`src/rtl/fpga_template_pkg.sv`:
```
// Shared widths, LED scale constants and peak-hold state encoding for the VU meter.
package fpga_template_pkg;

    localparam int SAMPLE_W       = 24;
    localparam int LED_W          = 6;
    localparam int LEVEL_BASE_EXP = 17;
    localparam int ENV_W          = SAMPLE_W - 1;
    localparam int PEAK_W         = $clog2(LED_W);

    typedef enum logic [1:0] {
        HOLD_IDLE,
        HOLDING,
        FALLING
    } hold_state_e;

    // Index of the highest lit segment; 0 when the bar is empty.
    function automatic logic [PEAK_W-1:0] top_index(input logic [LED_W-1:0] therm);
        logic [PEAK_W-1:0] idx;
        idx = '0;
        for (int k = 0; k < LED_W; k++) begin
            if (therm[k]) idx = PEAK_W'(k);
        end
        return idx;
    endfunction

endpackage

```
`src/rtl/vu_meter_if.sv`:
```
// Sample input / LED bar output bundle between the I2S capture stage and the VU meter.
interface vu_meter_if
    import fpga_template_pkg::*;
();

    logic signed [SAMPLE_W-1:0] sample_i;
    logic                       sample_valid_i;
    logic                       sample_ready_o;
    logic [LED_W-1:0]           level_o;
    logic                       level_valid_o;
    logic [ENV_W-1:0]           env_o;

    modport master (
        output sample_i,
        output sample_valid_i,
        input  sample_ready_o,
        input  level_o,
        input  level_valid_o,
        input  env_o
    );

    modport slave (
        input  sample_i,
        input  sample_valid_i,
        output sample_ready_o,
        output level_o,
        output level_valid_o,
        output env_o
    );

endinterface

```
`src/rtl/vu_level_encode.sv`:
```
// Envelope to thermometer-coded LED bar: segment k lights at env >= 2^(LEVEL_BASE_EXP+k).
module vu_level_encode
    import fpga_template_pkg::*;
(
    input  logic [ENV_W-1:0] i_env,
    output logic [LED_W-1:0] o_therm
);

    always_comb begin
        o_therm = '0;
        for (int k = 0; k < LED_W; k++) begin
            o_therm[k] = (i_env >= (ENV_W'(1) << (LEVEL_BASE_EXP + k)));
        end
    end

endmodule

```
`src/rtl/vu_meter.sv`:
```
// Peak-envelope VU meter: |sample| -> decaying envelope -> registered LED bar.
// Optional peak-hold marker built only when VU_PEAK_HOLD_EN is defined.
module vu_meter
    import fpga_template_pkg::*;
#(
    parameter int DECAY_CYCLES = 270000,
    parameter int DECAY_SHIFT  = 4,
    parameter int HOLD_CYCLES  = 13500000
) (
    input  logic       clk_i,
    input  logic       rst_i,
    vu_meter_if.slave  bus
);

    localparam int DCNT_W = (DECAY_CYCLES > 1) ? $clog2(DECAY_CYCLES) : 1;

    if (DECAY_CYCLES < 1 || DECAY_SHIFT < 1 || HOLD_CYCLES < 1) begin : g_param_check
        $error("vu_meter: DECAY_CYCLES, DECAY_SHIFT and HOLD_CYCLES must be positive");
    end

    function automatic logic [ENV_W-1:0] abs_sat(input logic signed [SAMPLE_W-1:0] s);
        if (s == {1'b1, {(SAMPLE_W-1){1'b0}}}) return '1;
        return s[SAMPLE_W-1] ? ENV_W'(-s) : ENV_W'(s);
    endfunction

    // env=1 would never leave the floor through the shift alone, so it is forced to 0.
    function automatic logic [ENV_W-1:0] decay_step(input logic [ENV_W-1:0] env);
        if (env == ENV_W'(1)) return '0;
        return env - (env >> DECAY_SHIFT);
    endfunction

    logic [DCNT_W-1:0] r_dcnt;
    logic              w_tick;
    logic              w_accept;
    logic [ENV_W-1:0]  r_mag_p1;
    logic              r_vld_p1;
    logic [ENV_W-1:0]  w_decayed;
    logic [ENV_W-1:0]  w_env_next;
    logic [ENV_W-1:0]  r_env_p2;
    logic              r_vld_p2;
    logic [LED_W-1:0]  w_therm;
    logic [LED_W-1:0]  w_level_next;
    logic [LED_W-1:0]  r_level_p3;
    logic              r_vld_p3;

    assign bus.sample_ready_o = ~rst_i;
    assign w_accept           = bus.sample_valid_i & bus.sample_ready_o;
    assign w_tick             = (r_dcnt == DCNT_W'(DECAY_CYCLES - 1));

    always_ff @(posedge clk_i) begin
        if (rst_i) r_dcnt <= '0;
        else       r_dcnt <= w_tick ? '0 : r_dcnt + 1'b1;
    end

    // Stage 1: saturating magnitude
    always_ff @(posedge clk_i) begin
        r_mag_p1 <= abs_sat(bus.sample_i);
    end

    always_ff @(posedge clk_i) begin
        if (rst_i) r_vld_p1 <= 1'b0;
        else       r_vld_p1 <= w_accept;
    end

    // Stage 2: decay first, then peak compare, so a fresh sample is never decayed on arrival
    always_comb begin
        w_decayed  = w_tick ? decay_step(r_env_p2) : r_env_p2;
        w_env_next = (r_vld_p1 && (r_mag_p1 > w_decayed)) ? r_mag_p1 : w_decayed;
    end

    always_ff @(posedge clk_i) begin
        if (rst_i) begin
            r_env_p2 <= '0;
            r_vld_p2 <= 1'b0;
        end else begin
            r_env_p2 <= w_env_next;
            r_vld_p2 <= r_vld_p1;
        end
    end

    vu_level_encode u_encode (
        .i_env   (r_env_p2),
        .o_therm (w_therm)
    );

`ifdef VU_PEAK_HOLD_EN
    localparam int HCNT_W = (HOLD_CYCLES > 1) ? $clog2(HOLD_CYCLES) : 1;

    hold_state_e       r_hold_st;
    hold_state_e       w_hold_st_next;
    logic [PEAK_W-1:0] r_peak;
    logic [PEAK_W-1:0] w_peak_next;
    logic [HCNT_W-1:0] r_hcnt;
    logic [HCNT_W-1:0] w_hcnt_next;
    logic [PEAK_W-1:0] w_top;
    logic              w_lit;

    always_ff @(posedge clk_i) begin
        if (rst_i) begin
            r_hold_st <= HOLD_IDLE;
            r_peak    <= '0;
            r_hcnt    <= '0;
        end else begin
            r_hold_st <= w_hold_st_next;
            r_peak    <= w_peak_next;
            r_hcnt    <= w_hcnt_next;
        end
    end

    always_comb begin
        w_hold_st_next = r_hold_st;
        w_peak_next    = r_peak;
        w_hcnt_next    = r_hcnt;
        w_lit          = |w_therm;
        w_top          = top_index(w_therm);
        if (w_lit && (r_hold_st == HOLD_IDLE || w_top > r_peak)) begin
            w_hold_st_next = HOLDING;
            w_peak_next    = w_top;
            w_hcnt_next    = '0;
        end else begin
            case (r_hold_st)
                HOLDING: begin
                    if (r_hcnt == HCNT_W'(HOLD_CYCLES - 1)) begin
                        w_hold_st_next = FALLING;
                        w_hcnt_next    = '0;
                    end else begin
                        w_hcnt_next = r_hcnt + 1'b1;
                    end
                end
                FALLING: begin
                    if (w_lit && w_top == r_peak) begin
                        w_hold_st_next = HOLDING;
                        w_hcnt_next    = '0;
                    end else if (w_tick) begin
                        if (r_peak == '0) w_hold_st_next = HOLD_IDLE;
                        else              w_peak_next    = r_peak - 1'b1;
                    end
                end
                default: ;
            endcase
        end
        w_level_next = w_therm |
                       ((w_hold_st_next != HOLD_IDLE) ? (LED_W'(1) << w_peak_next) : '0);
    end
`else
    assign w_level_next = w_therm;
`endif

    // Stage 3: registered LED bar
    always_ff @(posedge clk_i) begin
        if (rst_i) begin
            r_level_p3 <= '0;
            r_vld_p3   <= 1'b0;
        end else begin
            r_level_p3 <= w_level_next;
            r_vld_p3   <= r_vld_p2;
        end
    end

    assign bus.env_o         = r_env_p2;
    assign bus.level_o       = r_level_p3;
    assign bus.level_valid_o = r_vld_p3;

endmodule

```
`src/flat_wrapper.sv`:
```
// flat-port wrapper written by rule: the top's interface ports become plain ports
module vu_meter_flat import fpga_template_pkg::*;
#(
    parameter int DECAY_CYCLES = 270000,
    parameter int DECAY_SHIFT  = 4,
    parameter int HOLD_CYCLES  = 13500000
)
  (clk_i, rst_i, bus_sample_i, bus_sample_valid_i, bus_sample_ready_o, bus_level_o, bus_level_valid_o, bus_env_o);
  vu_meter_if bus_i ();
  input  logic clk_i;
  input  logic rst_i;
  input wire logic [$bits(bus_i.sample_i)-1:0] bus_sample_i;
  input wire logic [$bits(bus_i.sample_valid_i)-1:0] bus_sample_valid_i;
  output wire logic [$bits(bus_i.sample_ready_o)-1:0] bus_sample_ready_o;
  output wire logic [$bits(bus_i.level_o)-1:0] bus_level_o;
  output wire logic [$bits(bus_i.level_valid_o)-1:0] bus_level_valid_o;
  output wire logic [$bits(bus_i.env_o)-1:0] bus_env_o;
  assign bus_i.sample_i = bus_sample_i;
  assign bus_i.sample_valid_i = bus_sample_valid_i;
  assign bus_sample_ready_o = bus_i.sample_ready_o;
  assign bus_level_o = bus_i.level_o;
  assign bus_level_valid_o = bus_i.level_valid_o;
  assign bus_env_o = bus_i.env_o;
  vu_meter #(.DECAY_CYCLES(DECAY_CYCLES), .DECAY_SHIFT(DECAY_SHIFT), .HOLD_CYCLES(HOLD_CYCLES)) u_core (.clk_i(clk_i), .rst_i(rst_i), .bus(bus_i));
endmodule
```
`config.mk`:
```
export PLATFORM = sky130hd
export DESIGN_NAME = vu_meter_flat
export DESIGN_NICKNAME = d
export VERILOG_FILES = /design/src/rtl/fpga_template_pkg.sv /design/src/rtl/vu_meter_if.sv /design/src/rtl/vu_level_encode.sv /design/src/rtl/vu_meter.sv /design/src/flat_wrapper.sv
export SDC_FILE = /design/constraint.sdc
export NUM_CORES = 1
export LEC_CHECK = 0
export ABC_CLOCK_PERIOD_IN_PS = 5900
export BUFFER_PORTS_ARGS = -buffer_cell sky130_fd_sc_hd__buf_2
export CAP_MARGIN = 40
export CELL_PAD_IN_SITES_DETAIL_PLACEMENT = 1
export CELL_PAD_IN_SITES_GLOBAL_PLACEMENT = 1
export CORE_MARGIN = 2
export CORE_UTILIZATION = 40
export CTS_CLUSTER_DIAMETER = 100
export DETAILED_ROUTE_END_ITERATION = 16
export PLACE_DENSITY = 0.71
export SLEW_MARGIN = 20
export SYNTH_ARGS = -nofsm -noshare
export SYNTH_HDL_FRONTEND = slang
export SYNTH_HIERARCHICAL = 1
export SYNTH_SLANG_ARGS = --single-unit
```
`constraint.sdc`:
```
create_clock -name clk_i -period 5.9 [get_ports clk_i]
set_clock_uncertainty 0.1 [all_clocks]
set_input_delay 0.59 -clock clk_i [delete_from_list [all_inputs] [get_ports clk_i]]
set_output_delay 0.59 -clock clk_i [all_outputs]
set_load 0.01 [all_outputs]
```
==> results by group, run 1 <==
Logic synthesis
  – Seq cells post-synth: 74
  – Top FF cell, synth: dfxtp_1
  – Post-synth EDFFs: 0
  – Synth Net Count: 644
  – Synth area leaders: dfxtp_1, ha_1, xor2_1
  – Syn Area/Cell: 8.41 um^2
  – Area leader, netlist: dfxtp_1
  – Unique cell type count in the Yosys netlist: 58
  – Cell Area, Synth: 4820 um^2
  – Asr flop ratio synth: 0%
  – Post-synthesis sequential area ratio: 30.7%
  – Cells after Synth: 573
  – Yosys warns: 6
  – Post-synth top area share: 30.7%

Final layout
  – Diodes inserted: 0
  – Layout Nets: 694
  – Fin area: 5530 um^2
  – Final Instance Count excl. Fillers: 775
  – Layout Utilization: 46.4%
  – Area delta synth->final: 14.7%
  – Layout cells sized above 1: 16.9%

Clock tree
  – Worst skew pair latency: 0.33 ns
  – Clock Sinks: 74
  – CTS Buffer Depth: 2
  – Clock slew at reported path FFs: 0.06 ns
  – CTS root buf: clkbuf_16
  – Post-CTS Setup Inserts: 0
  – H-tree depth: 3
  – Quantity of gates resized following cts: 0
  – Post-CTS Hold Buffers: 0
  – CTS tree: done
  – CTS Buf Count: 9

STA
  – Hold Slack: 0.338 ns
  – Fmax: 183 MHz
  – Slew Limit Fails: 0
  – Period utilisation layout: 92.5%
  – Final-report setup violation count: 0
  – Setup tns final: 0 ns
  – Final Hold Fails: 0
  – RSZ-0062 raised after global routing: false
  – Post-route setup slack: 0.442 ns
  – Min Tclk post-route: 5.46 ns
  – Worst slew pin tran: 0.805 ns
  – Slew HR: 46.3%

Placement
  – Routability congestion estimate from global placement: 0.870
  – Hpwl dp: 10100 um
  – Dpl cells: 759
  – Post-Place Setup Slack: 0.491 ns
  – PortBufs: 57
  – Area after DPL: 5210 um^2

Hold path
  – Worst min path class: flip-flop to flip-flop

Worst setup path
  – R2R depth: 18
  – Crit path DAT: 5.56 ns
  – Setup crit start: u_core/bus.env_o[18]
  – Critical path required time: 6.00 ns
  – R2r setup slk: 0.44 ns
  – CP Class: flip-flop to flip-flop
  – Reg-to-reg startpoint: u_core/bus.env_o[18]
  – Setup crit end kind: flip-flop
  – Crit path max fanout: 21
  – Crit path capture: u_core/bus.env_o[0]
  – Startpoint types: flip-flop
  – RR Endpoint: u_core/bus.env_o[0]

Route
  – Post-route DRC: 0
  – Final wirelength: 12800 um
  – Via count: 4265
  – Antenna viol nets, final: 0
  – Drt initial violations: 155
  – Initial DRT Pass Iterations: 4
  – Wire per inst: 16.5 um
  – Via-per-instance ratio: 5.50

Floorplan
  – Core Area: 11900 um^2
  – Die height: 114 um
  – Rows: 40
  – Initial core utilization: 40.5%
  – Ports: 58
  – Die ar.: 12900 um^2
  – Chip width: 114 um

Power and ir drop
  – Power per standard cell area: 298 nW/um^2
  – VDD IR max: 0.137 mV
  – Total power draw: 1.65 mW
  – LEAKAGE: 2.36 nW

Global routing
  – GRT Resource Usage Total: 20.3%
  – Total gr overflow: 0
  – Antenna violations before repair: 0
  – Vias in the first global route: 4363
  – First-pass GRT wire length: 21200 um
  – Pin count of the biggest net entering global routing: 29

Run status
  – Status: complete, no violations

Job
  – Max-cap violation count: 0
state kept, by name (all words and copies together) (netlist names):
register,flops
u_core/bus.env_o,23
u_core/r_mag_p1,23
u_core/r_dcnt,19
u_core/bus.level_o,6
u_core/bus.level_valid_o,1
u_core/r_vld_p1,1
u_core/r_vld_p2,1
worst max-delay path, cell delays in order (launching register included):
cell and delay, ns:
dfxtp_1 0.48, inv_1 0.10, ha_1 0.39, a21oi_1 0.27, a21boi_0 0.12, o21a_1 0.21
o31a_1 0.31, or4_1 0.46, or3_1 0.35, xnor2_1 0.15, nand2_1 0.11, ha_1 0.30
and4_1 0.18, a31oi_1 0.18, nand2_1 0.07, a21oi_1 0.18, o31a_1 0.70, nor2_1 0.21
a211oi_1 0.44
layer usage:
metal / GRT usage, % / part of all wire, %
met5: 0 / 0
met4: 7.64 / 1.6
met3: 2.23 / 2.5
met2: 35.7 / 49
met1: 25.6 / 47
placed cells by master (no fill, tap or decap), types with 2 or more instances in the layout:
cell        netlist  layout
a211oi_1          4       4
a211oi_2         15      15
a21o_1            9       9
a21oi_1          38      38
a22oi_1           7       7
a31oi_1           4       4
and3_1            8       8
buf_2             2      57
buf_4             0       2
bufinv_16         0       2
clkbuf_16         0       9
clkinvlp_4        0       2
dfxtp_1          74      74
ha_1             43      43
inv_1            26      26
mux2i_1           2       2
nand2_1          60      60
nand2b_1          7       7
nand3_1          18      18
nand3b_1          3       3
nand4_1          11      11
nor2_1           41      41
nor2b_1          14      14
nor3_1           24      24
nor3b_1           2       2
nor4_1            5       5
o211ai_1          2       2
o21a_1            4       4
o21ai_0          19      19
o31a_1            2       2
o31ai_1          14      13
o41ai_1           4       4
or2_2             3       3
or3_1            10      10
or4_1             6       6
xnor2_1          15      15
xor2_1           36      36
Yosys cell counts, types with 2 or more instances:
library cell and number:
a211oi_1 4, a211oi_2 15, a21o_1 9, a21oi_1 38, a22oi_1 7, a31oi_1 4
and3_1 8, buf_2 2, buf_6 3, clkbuf_1 15, dfxtp_1 74, ha_1 43
inv_1 26, mux2i_1 2, nand2_1 60, nand2b_1 7, nand3_1 18, nand3b_1 3
nand4_1 11, nor2_1 41, nor2b_1 14, nor3_1 24, nor3b_1 2, nor4_1 5
o211ai_1 2, o21a_1 4, o21ai_0 19, o31a_1 2, o31ai_1 14, o41ai_1 4
or2_2 3, or3_1 10, or4_1 6, xnor2_1 15, xor2_1 36
cell families (layout without fill, tap and decap cells):
kind of cell / count (synthesis) / after routing / share of synthesized area [%]
fa+ha+maj: 44 / 44 / 11.6
xor+xnor: 52 / 52 / 9.60
buf+inv: 47 / 102 / 4.18
mux: 2 / 2 / 0.415
simple gates: 224 / 224 / 24.3
flops: 74 / 74 / 30.7
compound gates: 130 / 130 / 19.2
where the power goes:
group	total, mW	switching [mW]	internal (mW)
registers	0.579	0.0401	0.539
clock network	0.580	0.209	0.371
logic	0.491	0.287	0.204
cell type report:
cell class | count | area [um^2]
Clock inverter | 6 | 88.8
Timing Repair Buffer | 59 | 300
Sequential cell | 74 | 1480
Clock buffer | 10 | 229
Fill cell | 1456 | 6380
Inverter | 27 | 101
Tap cell | 147 | 184
Multi-Input combinational cell | 452 | 3140
worst min path at each step:
stage	from	endpoint	slack, ns	cells after the start
3_5_place_dp	u_core/r_vld_p2	u_core/bus.level_valid_o	0.33	1
6_report	u_core/r_vld_p2	u_core/bus.level_valid_o	0.34	1
3_3_place_gp	u_core/r_vld_p2	u_core/bus.level_valid_o	0.32	1
5_1_grt	u_core/r_dcnt[0]	u_core/r_dcnt[0]	0.36	1
4_1_cts	u_core/r_vld_p2	u_core/bus.level_valid_o	0.34	1
2_1_floorplan	u_core/r_dcnt[0]	u_core/r_dcnt[0]	0.31	1
Power figures use the tool's default switching activity.
==> inputs of run 2 (changes only) <==
--- a/config.mk
+++ b/config.mk
@@ -5,7 +5,8 @@
 export SDC_FILE = /design/constraint.sdc
 export NUM_CORES = 1
 export LEC_CHECK = 0
-export ABC_CLOCK_PERIOD_IN_PS = 5900
+export ABC_AREA = 1
+export ABC_CLOCK_PERIOD_IN_PS = 5250
 export BUFFER_PORTS_ARGS = -buffer_cell sky130_fd_sc_hd__buf_2
 export CAP_MARGIN = 40
 export CELL_PAD_IN_SITES_DETAIL_PLACEMENT = 1
@@ -14,7 +15,7 @@
 export CORE_UTILIZATION = 40
 export CTS_CLUSTER_DIAMETER = 100
 export DETAILED_ROUTE_END_ITERATION = 16
-export PLACE_DENSITY = 0.71
+export PLACE_DENSITY = 0.74
 export SLEW_MARGIN = 20
 export SYNTH_ARGS = -nofsm -noshare
 export SYNTH_HDL_FRONTEND = slang
==> constraint.sdc (replaced) <==
create_clock -name clk_i -period 5.25 [get_ports clk_i]
set_clock_uncertainty 0.1 [all_clocks]
set_input_delay 0.525 -clock clk_i [delete_from_list [all_inputs] [get_ports clk_i]]
set_output_delay 0.525 -clock clk_i [all_outputs]
set_load 0.01 [all_outputs]
==> results by group, run 2 <==
Worst setup path
  – CP Class: flip-flop to flip-flop
  – Setup crit end kind: flip-flop
  – Most common cell on crit path: inv_1
  – Crit path max fanout: 46
  – CP max stage delay: 0.44 ns
  – Startpoint types: flip-flop
  – Critical path required time: 5.37 ns
  – Slowest CP cell: fa_1
  – Crit path DAT: 4.62 ns

Clock tree
  – Post-CTS Setup Inserts: 0
  – Quantity of gates resized following cts: 0
  – H-tree depth: 3
  – Post-CTS Hold Buffers: 0
  – CTS Buf Count: 9
  – CTS Buffer Depth: 2
  – Clock Sinks: 74
  – CTS root buf: clkbuf_16
  – Worst skew pair latency: 0.34 ns
  – CTS tree: done
  – Clock slew at reported path FFs: 0.06 ns

Placement
  – Routability congestion estimate from global placement: 0.957
  – Hpwl dp: 11900 um
  – PortBufs: 57
  – Post-Place Setup Slack: 0.678 ns

STA
  – Slew Limit Fails: 0
  – Period utilisation layout: 85.6%
  – RSZ-0062 raised after global routing: false
  – Setup tns final: 0 ns
  – Slew HR: 52.4%
  – Final-report setup violation count: 0
  – Fmax: 222 MHz
  – Final Hold Fails: 0
  – Min Tclk post-route: 4.49 ns
  – Worst slew pin tran: 0.712 ns
  – Post-route setup slack: 0.755 ns

Logic synthesis
  – Post-synth EDFFs: 0
  – Seq cells post-synth: 74
  – Asr flop ratio synth: 0%
  – Top FF cell, synth: dfxtp_1
  – Cell Area, Synth: 5290 um^2
  – Synth area leaders: dfxtp_1, nand2_1, ha_1
  – Unique cell type count in the Yosys netlist: 43
  – Post-synthesis sequential area ratio: 28.0%
  – Most frequent cell after synthesis: nand2_1
  – Yosys warns: 6
  – Area leader, netlist: dfxtp_1
  – Post-synth top area share: 28.0%
  – Post-synth top cells: nand2_1, inv_1, nor2_1, dfxtp_1, a21oi_1
  – Synth Net Count: 870
  – Syn Area/Cell: 6.62 um^2
  – Cells after Synth: 799

Final layout
  – Diodes inserted: 0
  – Layout cells sized above 1: 13.1%
  – Layout Nets: 922
  – Layout Utilization: 46.0%
  – Area delta synth->final: 13.7%
  – Most frequent cells in the layout: nand2_1, inv_1, nor2_1, dfxtp_1, a21oi_1
  – Commonest non-fill, non-tap cell in the layout: nand2_1

Job
  – Max-cap violation count: 0

Route
  – Wire per inst: 14.5 um
  – Final wirelength: 15000 um
  – Antenna viol nets, final: 0
  – Via count: 5191
  – Drt initial violations: 302
  – Initial DRT Pass Iterations: 4
  – Via-per-instance ratio: 5.03
  – Post-route DRC: 0

Floorplan
  – Die height: 119 um
  – Ports: 58
  – Initial core utilization: 40.4%
  – Chip width: 119 um
  – Die ar.: 14200 um^2
  – Core Area: 13100 um^2
  – Rows: 42

Global routing
  – Pin count of the biggest net entering global routing: 47
  – GRT Resource Usage Total: 21.6%
  – Total gr overflow: 0
  – Vias in the first global route: 5224
  – First-pass GRT wire length: 25000 um
  – Antenna violations before repair: 0

Power and ir drop
  – VDD IR max: 0.159 mV
  – Power per standard cell area: 312 nW/um^2
  – LEAKAGE: 2.98 nW

Run status
  – Status: complete, no violations

Hold path
  – Worst min path class: input pin to flip-flop
run 2: cell count changes in the layout (fill, tap and decap cells not counted), moves of 10 or more:
cell / previous run / this run
a211oi_2: 15 / 0
a21oi_1: 38 / 63
inv_1: 26 / 141
nand2_1: 60 / 150
nand3_1: 18 / 45
nand3_2: 0 / 13
nor2_1: 41 / 103
nor2b_1: 14 / 0
o31ai_1: 13 / 1
or3_1: 10 / 0
xor2_1: 36 / 13
run 2: metal layers:
metal	routed length (um)	global-route usage (%)	vias up	share of wire, %
met2	7240	37.8	73	48
met5	0	0	-	0
met4	221	6.03	0	1.5
li1	-	-	2666	-
met1	7170	27.7	2436	48
met3	359	2.73	16	2.4
run 2: layout make-up:
cell class / count / area, um^2
repair buffers: 59 / 313
well taps: 176 / 220
inverters: 144 / 541
flip-flops and latches: 74 / 1480
fillers: 1752 / 7070
multi-input cells: 563 / 3170
clock inverters: 6 / 66.3
clock buffers: 10 / 229
run 2: worst max-delay path, delay by kind of cell, from the launching register on:
kind / cells / cell delay [ns]
buffers and inverters: 6 / 0.45
AND/OR/NAND/NOR: 14 / 1.73
AO/OA/AOI/OAI: 5 / 0.94
adder cells (fa/ha/maj): 3 / 0.80
flip-flops: 1 / 0.36
run 2: worst paths after layout:
path,from,end,slack (ns),depth (start not counted)
min reg2reg,u_core/r_vld_p2,u_core/bus.level_valid_o,0.31,2
max reg2reg,u_core/bus.env_o[0],u_core/bus.env_o[3],0.76,28
min,bus_sample_valid_i,u_core/r_vld_p1,0.29,3
max,u_core/bus.env_o[0],u_core/bus.env_o[3],0.76,28
run 2: metrics by stage:
step	power (mW)	area, um^2	hold WS, ns	instances
2_1_floorplan	1.10	5290	0.288	799
3_3_place_gp	1.24	5700	0.290	1015
3_5_place_dp	1.26	5700	0.300	1015
4_1_cts	1.89	5990	0.291	1031
5_1_grt	2.00	6020	0.313	1032
6_report	1.88	6020	0.293	1032
run 2: kinds of logic (layout without fill, tap and decap cells):
family / Yosys count / in the layout / share of synthesized area, %
flops: 74 / 74 / 28.0
buf+inv: 162 / 219 / 12.3
fa+ha+maj: 44 / 44 / 10.5
compound gates: 119 / 119 / 12.6
simple gates: 377 / 377 / 32.8
xor+xnor: 23 / 23 / 3.81
run 2: power by group:
part           switching [mW]  internal [mW]
Combinational           0.399          0.226
Clock                   0.242          0.369
Sequential             0.0383          0.605
Total                   0.679           1.20
==> inputs of run 3 (changes only) <==
--- a/config.mk
+++ b/config.mk
@@ -7,15 +7,16 @@
 export LEC_CHECK = 0
 export ABC_AREA = 1
 export ABC_CLOCK_PERIOD_IN_PS = 5250
-export BUFFER_PORTS_ARGS = -buffer_cell sky130_fd_sc_hd__buf_2
 export CAP_MARGIN = 40
 export CELL_PAD_IN_SITES_DETAIL_PLACEMENT = 1
 export CELL_PAD_IN_SITES_GLOBAL_PLACEMENT = 1
+export CORE_ASPECT_RATIO = 1.2
 export CORE_MARGIN = 2
 export CORE_UTILIZATION = 40
 export CTS_CLUSTER_DIAMETER = 100
 export DETAILED_ROUTE_END_ITERATION = 16
-export PLACE_DENSITY = 0.74
+export DONT_BUFFER_PORTS = 1
+export PLACE_DENSITY = 0.69
 export SLEW_MARGIN = 20
 export SYNTH_ARGS = -nofsm -noshare
 export SYNTH_HDL_FRONTEND = slang
==> results by group, run 3 (same netlist as run 2, synthesis figures left out) <==
Worst setup path
  – Crit path DAT: 4.81 ns
  – Setup crit end kind: flip-flop
  – Reg-to-reg startpoint: u_core/bus.env_o[0]
  – Critical path required time: 5.39 ns
  – CP max stage delay: 0.45 ns
  – Slowest CP cell: fa_1
  – Startpoint types: flip-flop
  – Most common cell on crit path: inv_1
  – Setup crit start: u_core/bus.env_o[0]
  – Crit path max fanout: 46
  – CP Class: flip-flop to flip-flop

STA
  – Final-report setup violation count: 0
  – Min Tclk post-route: 4.67 ns
  – Final Hold Fails: 0
  – Fmax: 214 MHz
  – Setup tns final: 0 ns
  – Slew Limit Fails: 0
  – Period utilisation layout: 88.9%
  – Worst slew pin tran: 0.726 ns
  – RSZ-0062 raised after global routing: false
  – Slew HR: 51.3%

Hold path
  – Worst Hold Launch: rst_i
  – Worst min path class: input pin to flip-flop

Route
  – Antenna viol nets, final: 0
  – Final wirelength: 14400 um
  – Via-per-instance ratio: 5.14
  – Via count: 4975
  – Wire per inst: 14.9 um
  – Initial DRT Pass Iterations: 4
  – Drt initial violations: 240
  – Post-route DRC: 0

Floorplan
  – Rows: 46
  – Chip width: 109 um
  – Die ar.: 14200 um^2
  – Initial core utilization: 40.5%
  – Ports: 58
  – Core Area: 13100 um^2
  – Die height: 130 um

Clock tree
  – Clock Sinks: 74
  – Clock slew at reported path FFs: 0.06 ns
  – Post-CTS Setup Inserts: 0
  – CTS Buf Count: 9
  – Worst skew pair latency: 0.35 ns
  – Quantity of gates resized following cts: 0
  – H-tree depth: 3
  – CTS tree: done
  – CTS root buf: clkbuf_16
  – Post-CTS Hold Buffers: 0
  – CTS Buffer Depth: 2

Power and ir drop
  – LEAKAGE: 2.74 nW
  – Power per standard cell area: 330 nW/um^2
  – Clock power frac: 35.6%
  – Sw frac: 35.2%
  – Pint: 1.23 mW
  – VDD IR max: 0.134 mV
  – Switching power of the nets: 0.669 mW
  – Share of power burned in registers: 34.6%
  – Comb pwr share: 29.8%

Global routing
  – Antenna violations before repair: 0
  – Total gr overflow: 0
  – First-pass GRT wire length: 24000 um
  – GRT Resource Usage Total: 21.4%
  – Vias in the first global route: 5061
  – Pin count of the biggest net entering global routing: 47

Final layout
  – Layout Utilization: 44.0%
  – Layout cells sized above 1: 7.12%
  – Diodes inserted: 0
  – Layout Nets: 866
  – Area delta synth->final: 8.72%
  – Final Instance Count excl. Fillers: 968
  – Commonest non-fill, non-tap cell in the layout: nand2_1
  – Most frequent cells in the layout: nand2_1, inv_1, nor2_1, dfxtp_1, a21oi_1

Placement
  – Hpwl dp: 11700 um
  – Routability congestion estimate from global placement: 0.881
  – Dpl cells: 951
  – PortBufs: 0

Job
  – Max-cap violation count: 0

Run status
  – Status: complete, no violations
## run 3: cell type report
type                            count  area, um^2
Clock buffer                        9         225
Sequential cell                    74        1480
Tap cell                          168         210
Fill cell                        1716        7310
Clock inverter                      7         101
Inverter                          144         541
Timing Repair Buffer                3        35.0
Multi-Input combinational cell    563        3160
## run 3: path summary, 6_finish.rpt
path                                            endpoint  slack (ns)  cells past startpoint
worst max register to register       u_core/bus.env_o[2]        0.58                     28
worst min register to register  u_core/bus.level_valid_o        0.31                      2
worst min-delay path            u_core/bus.level_valid_o        0.14                      1
worst max-delay path                 u_core/bus.env_o[2]        0.58                     28
## run 3: routing by layer
layer	part of all wire, %	wire [um]	vias to the layer above	GRT usage (%)
li1	-	-	2552	-
met5	0	0	-	0
met3	4.0	579	27	5.14
met1	43	6230	2316	24.7
met2	50	7250	80	37.9
met4	2.5	367	0	7.99
## run 3: per-stage QoR
step | area, um^2 | power, mW | hold slack [ns] | worst slack, ns
after floorplan | 5290 | 1.10 | 0.288 | 1.40
after global placement | 5410 | 1.20 | 0.289 | 0.779
after detailed placement | 5410 | 1.22 | 0.300 | 0.679
after CTS | 5730 | 1.91 | 0.129 | 0.630
after global routing | 5750 | 2.03 | 0.130 | 0.102
final | 5750 | 1.90 | 0.141 | 0.581
## run 3: worst max-delay path: cells and delay by family, from the launching register on
kind            cells  cell delay (ns)
simple gates       14             1.87
fa+ha+maj           3             0.82
compound gates      5             0.88
flops               1             0.40
buf+inv             6             0.46
## run 3: power by group through the flow
| stage | Combinational (mW) | Sequential [mW] | Clock (mW) |
|---|---|---|---|
| 2_1_floorplan | 0.451 | 0.652 | 0 |
| 3_3_place_gp | 0.536 | 0.668 | 0 |
| 3_5_place_dp | 0.554 | 0.669 | 0 |
| 4_1_cts | 0.562 | 0.656 | 0.694 |
| 5_1_grt | 0.649 | 0.662 | 0.716 |
| 6_report | 0.566 | 0.656 | 0.676 |
